**config.mk**
```make
export PLATFORM = sky130hd
export DESIGN_NAME = ifetch_buffer
export DESIGN_NICKNAME = d
export VERILOG_FILES = /design/src/rtl/ifetch_buffer.sv
export SDC_FILE = /design/constraint.sdc
export NUM_CORES = 1
export LEC_CHECK = 0
export BUFFER_PORTS_ARGS = -buffer_cell sky130_fd_sc_hd__buf_4
export CORE_ASPECT_RATIO = 2
export CORE_UTILIZATION = 52
export CTS_CLUSTER_SIZE = 40
export DETAILED_ROUTE_END_ITERATION = 10
export PLACE_DENSITY = 0.81
export SYNTH_ARGS = -nofsm -noshare
export SYNTH_HDL_FRONTEND = slang
export SYNTH_SLANG_ARGS = --single-unit
```
**constraint.sdc**
```tcl
create_clock -name clock -period 5.1 [get_ports clock]
set_clock_uncertainty 0.05 [all_clocks]
set_input_delay 1.275 -clock clock [delete_from_list [all_inputs] [get_ports clock]]
set_output_delay 1.275 -clock clock [all_outputs]
set_load 0.02 [all_outputs]
```
**src/rtl/ifetch_buffer.sv**
```systemverilog
// Instruction fetch stage for mcu0.
// Samples the PC, issues one memory read at a time, and pulses the PC register's
// load input. Returned words are queued with their PC in a small FIFO for decode.
// A flush from the decoder empties the FIFO. A fetch that is still outstanding
// during a flush is allowed to complete, and its data is then dropped.
module ifetch_buffer #(
  parameter int AW    = 16,
  parameter int DW    = 16,
  parameter int DEPTH = 2
) (
  input  logic          clock,
  input  logic          reset,
  input  logic [AW-1:0] pc_i,
  output logic          pc_step,
  input  logic          flush,
  output logic          mem_req,
  output logic [AW-1:0] mem_addr,
  input  logic          mem_ack,
  input  logic [DW-1:0] mem_rdata,
  output logic          ir_valid,
  output logic [DW-1:0] ir_data,
  output logic [AW-1:0] ir_pc,
  input  logic          ir_ready
);

  localparam int PW = (DEPTH > 1) ? $clog2(DEPTH) : 1;
  localparam int CW = $clog2(DEPTH + 1);
  localparam logic [CW-1:0] FULL_CNT = CW'(DEPTH);

  // REQ waits for the data of a live fetch.
  // DROP waits out a fetch that a flush has already cancelled.
  typedef enum logic [1:0] {
    IDLE = 2'd0,
    REQ  = 2'd1,
    DROP = 2'd2
  } state_t;

  state_t        state_q;
  state_t        state_d;
  logic          req_d;
  logic          step_d;
  logic [AW-1:0] addr_d;
  logic          push;
  logic          pop;

  logic [CW-1:0] count_q;
  logic [PW-1:0] rd_ptr_q;
  logic [PW-1:0] wr_ptr_q;
  logic [DW-1:0] data_mem [DEPTH];
  logic [AW-1:0] pc_mem   [DEPTH];

  // Decode hands over the head entry; a flush overrides the handshake
  assign pop = ir_valid && ir_ready && !flush;

  // Next-state logic.
  // A new fetch issues only from IDLE, and only when the FIFO has room.
  // The room check uses the count before any same-cycle pop.
  always_comb begin
    state_d = state_q;
    req_d   = mem_req;
    addr_d  = mem_addr;
    step_d  = 1'b0;
    push    = 1'b0;
    unique case (state_q)
      IDLE: begin
        if (!flush && (count_q < FULL_CNT)) begin
          state_d = REQ;
          req_d   = 1'b1;
          addr_d  = pc_i;
          step_d  = 1'b1;
        end
      end
      REQ: begin
        if (mem_ack) begin
          state_d = IDLE;
          req_d   = 1'b0;
          push    = !flush;
        end else if (flush) begin
          state_d = DROP;
        end
      end
      DROP: begin
        if (mem_ack) begin
          state_d = IDLE;
          req_d   = 1'b0;
        end
      end
      default: begin
        state_d = IDLE;
        req_d   = 1'b0;
      end
    endcase
  end

  // Fetch control registers.
  // pc_step goes high only in the first REQ cycle.
  // mem_addr stays fixed for as long as the request is outstanding.
  always_ff @(posedge clock) begin
    if (reset) begin
      state_q  <= IDLE;
      mem_req  <= 1'b0;
      mem_addr <= '0;
      pc_step  <= 1'b0;
    end else begin
      state_q  <= state_d;
      mem_req  <= req_d;
      mem_addr <= addr_d;
      pc_step  <= step_d;
    end
  end

  // FIFO occupancy and pointers. A flush empties the queue in one cycle.
  // Pointers wrap naturally because DEPTH is a power of two.
  always_ff @(posedge clock) begin
    if (reset || flush) begin
      count_q  <= '0;
      rd_ptr_q <= '0;
      wr_ptr_q <= '0;
    end else begin
      if (push) begin
        wr_ptr_q <= wr_ptr_q + PW'(1);
      end
      if (pop) begin
        rd_ptr_q <= rd_ptr_q + PW'(1);
      end
      if (push && !pop) begin
        count_q <= count_q + CW'(1);
      end else if (pop && !push) begin
        count_q <= count_q - CW'(1);
      end
    end
  end

  // FIFO storage. These registers hold data only and are never reset.
  always_ff @(posedge clock) begin
    if (push) begin
      data_mem[wr_ptr_q] <= mem_rdata;
      pc_mem[wr_ptr_q]   <= mem_addr;
    end
  end

  assign ir_valid = (count_q != '0);
  assign ir_data  = data_mem[rd_ptr_q];
  assign ir_pc    = pc_mem[rd_ptr_q];

endmodule

```
Word level (Yosys, flattened, before mapping)
Memories as Yosys holds them, arrays and structs flattened. A register that Yosys moved wholly into a read port is not among the register bits.
Index checks and enable logic that the tools add are counted.
Storage, ports and cells
  register bits after elaboration: 24
  RAM bits: 64
  output and inout port bits: 51
  memories kept: 2
Memory list
  data_mem: depth 2, bits a word 16, read ports 1, clocked after Yosys merged registers in 1, write ports 1, line 49  | logic [DW-1:0] data_mem [DEPTH];
  pc_mem: depth 2, bits a word 16, read ports 1, clocked after Yosys merged registers in 1, write ports 1, line 50  | logic [AW-1:0] pc_mem [DEPTH];
Cells by class
  add/subtract/negate cells: 4
  $lt $le $gt $ge: 1
  equality and inequality tests: 6
  multiplexer cells: 19
  bitwise operators: 1
  reductions and logical operators: 17
Operators by type and width (count)
  $mux 2: 6
  $mux 1: 11
  $pmux 2 s3: 1
  $logic_and 1x1->1: 5
  $ne 2x2->1 const B: 2
  $reduce_and 2->1: 2
  $reduce_bool 2->1: 2
  $reduce_or 2->1: 2
  $logic_not 1->1: 3
  $ne 3x3->1 const B: 1
  $reduce_and 3->1: 1
  $add 1x1->1 const B: 2
  $add 2x1->2 const B: 1
  $eq 2x1->1 const B: 1
  $eq 2x2->1 const B: 1
  $logic_not 2->1: 1
  $lt 2x2->1 const B: 1
  $ne 2x1->1 const B: 1
  $pmux 1 s2: 1
  $sub 2x1->2 const B: 1
  $logic_or 1x1->1: 1
  $not 1->1: 1

Depth between registers and ports, before layout
  word-level depth: 7
  mapped depth: 8

Worst setup path after synthesis
No wires, ideal clock.
  path kind: in2reg
  start: input flush
  end: memory data_mem[0][0] (enable)
  library setup time: 461 ps
  arrival time: 3632 ps
  required time: 4589 ps
  slack: 957 ps
  stages: 2
  path buffers: 1
  path through: buf_6 -> nor3_1
Between the ends
  longest elaborated chain between the ends: 5
RTL lines
  start, declared: line 15  | input logic flush,
  $logic_not 1->1: line 77  | push = !flush;
  $mux 1: line 74  | if (mem_ack) begin
  $mux 1: line 64  | unique case (state_q)
  $mux 1: line 136  | if (push) begin
  $mux 1 (implied by the code): line 137  | data_mem[wr_ptr_q] <= mem_rdata;
  end, declared: line 49
No other way between the ends.

==> out/summary.txt <==
Area Overhead vs Synth: 28.9%
CTS Sinks: 89
Total Power: 1.51 mW
static leakage power: 1.72 nW
Num CTS Buffers: 9
Internal Power: 1.19 mW
Seq pwr share: 53.9%
die area: 6830 um2
setup tns final: 0 ns
Warnings, synthesis: 0
Final ANT Viol Nets: 0
placed insts: 371
Max IR drop VDD: 0.226 mV
Area contributors post-synth: edfxtp_1 57%, dfxtp_1 15%, mux2_2 8.0%
floorplan row count: 41
Final nets: 337
multiplexer share of the synthesized area: 15.7%
Core Area: 6260 um2
postcts setup bufs: 0
vias in the first global route: 1969
CP Depth: 3
Sw Ratio: 21.3%
DP HPWL: 4390 um
MaxCap Viol Count: 0
largest family of logic cells by synthesized area: multiplexers
CP top delay family: buffers and inverters
Post-Synth Adder-Cell Area: 1.48%
share of cells above drive strength 1: 43.2%
worst hold path depth: 0
Final Cycle Share: 56.9%
post-synth net total: 246
main flop type after synthesis: edfxtp_1
mean routed wirelength per cell: 15.9 um
Comb pwr share: 9.4%
largest net degree at the start of global routing: 33
IO Port Bufs: 87
fin crit period: 2.90 ns
initial core utilization: 53.9%
GRT overflow: 0
Die H: 116 um
antenna violations before repair: 0
CTS HTree Levels: 3
clk buf depth: 2
CP most frequent cell: buf_4
DRC: 0
RSZ-0062 raised after global routing: no
CP Buf/Inv Count: 2
Clock Tree Root: clkbuf_16
reg2reg path depth: 5
CP max-delay cell: mux2_2
Max Clk Rate: 344 MHz
# IOs: 88
Req. time, crit path: 3.77 ns
kind of critical path: reg2out
Synth Cell Area: 3370 um2
drt pass-1 iters: 4
most common cell in the netlist: edfxtp_1
Post-Synth XOR/XNOR Area: 1.04%
GR Util All Layers: 19.2%
clk_lat worst skew: 0.32 ns
Synth Area in Compound Gates: 2.34%
slew margin rel.: 26.9%
RD Place Congestion: 0.720
first-pass GRT wire length: 9250 um
Sw Pwr: 321 uW
Worst-Margin Slew: 1.09 ns
instance count of the mapped netlist: 205
Initial DRC Count: 56
CP Data Arrival Time: 1.58 ns
CTS tree: yes
PD cells: 347 nW/um2
via count: 1969
Post-Route Utilization: 69.5%
area leader, netlist: edfxtp_1
Hold-fix buffers, CTS: 0
drt total wl: 6140 um
CP endpoint kind: output port
final std cells w/o fill: 387
peak fanout along the critical path: 32
Syn Area/Cell: 16.4 um2
crit start category: flop
final hold slack: 0.443 ns
worst-path cell chain: buf_4, mux2_2, buf_4
Worst Hold Class: reg2reg
diode count: 0
Hold Violations, Final: 0
simple-gate share of the synthesized area: 4.97%
#FFs+latches synth: 89
Die X: 58.9 um
status: finished, final reports clean
vias per cell: 5.09
max-slew violation count: 0
most common library cells after synthesis: 64 x edfxtp_1, 25 x dfxtp_1, 24 x mux2_2, 19 x nor2_1, 17 x mux2i_1
Final setup viols: 0
Reg clk slew, reported paths: 0.05 ns
Post-synth ARST share: 0%
Clk pwr share: 36.7%
post-synth top area share: 57.0%
Cell variety after synth: 31
Seq/Total Area, Yosys: 71.8%
Post-synth EDFFs: 64
PostCTS Resize Cnt: 0
CP max stage delay: 0.41 ns
[per-stage QoR]
stage                     area, um2  worst slack (ns)
after floorplan                3370             0.957
after detailed placement       4090              2.22
after CTS                      4350              2.16
after global placement         4090              2.30
after global routing           4350              2.11
final                          4350              2.20
[layout make-up]
type / instances / area (um2)
Inverter: 4 / 15.0
Fill cell: 458 / 1910
Multi-Input combinational cell: 102 / 873
Sequential cell: 89 / 2420
Clock buffer: 10 / 229
Tap cell: 86 / 108
Clock inverter: 6 / 25.0
Timing Repair Buffer: 90 / 676
[flip-flops by register name (all words and copies together) (netlist names), named ones only]
signal	count
data_mem	32
pc_mem	32
mem_addr	16
count_q	2
state_q	2
mem_req	1
pc_step	1
rd_ptr_q	1
wr_ptr_q	1
[cells in the final DEF, fill, tap and decap left out]
cell / netlist / final
a2111oi_1: 1 / 1
a211oi_1: 2 / 2
a211oi_2: 1 / 1
a21oi_1: 3 / 3
and2_1: 1 / 1
buf_4: 0 / 90
clkbuf_1: 4 / 1
clkbuf_16: 0 / 9
clkinv_1: 0 / 4
clkinv_2: 0 / 2
dfxtp_1: 25 / 25
edfxtp_1: 64 / 64
ha_1: 4 / 4
inv_1: 4 / 4
mux2_1: 8 / 8
mux2_2: 24 / 24
mux2i_1: 17 / 17
nand2_1: 1 / 1
nand2b_1: 1 / 1
nand3_1: 1 / 1
nor2_1: 19 / 19
nor2b_1: 1 / 1
nor3_1: 5 / 4
nor3_2: 0 / 1
nor3b_4: 0 / 1
nor4_2: 1 / 1
o21ai_0: 1 / 1
o21ai_1: 1 / 1
o21bai_1: 1 / 1
o31a_1: 1 / 1
or2_2: 1 / 1
or3_1: 2 / 2
xor2_1: 4 / 4
[power groups by stage]
stage	Clock [mW]	Combinational (mW)	Sequential, mW
after floorplan	0	0.0690	0.838
after global placement	0	0.139	0.827
after detailed placement	0	0.143	0.828
after CTS	0.568	0.143	0.813
after global routing	0.597	0.152	0.815
final	0.553	0.141	0.813
[path summary, 6_finish.rpt]
check | from | end | slack (ns)
min | mem_addr[14] | pc_mem[0][14] | 0.44
min reg2reg | mem_addr[14] | pc_mem[0][14] | 0.44
max reg2reg | state_q[1] | mem_addr[12] | 3.02
max | flop | ir_pc[14] | 2.20
[routing by layer]
metal	wire [um]	GRT usage (%)	part of all wire, %
met1	2250	19.2	37
met2	3570	35.4	58
met4	112	9.37	1.8
met5	0	0	0
met3	204	5.02	3.3
[kinds of logic after synthesis]
family / count (synthesis)
adder cells (fa/ha/maj): 4
buffers and inverters: 14
XOR/XNOR: 4
AND/OR/NAND/NOR: 34
AO/OA/AOI/OAI: 11
multiplexers: 49
flip-flops: 89
No activity file was read; power rests on OpenSTA's default activity.
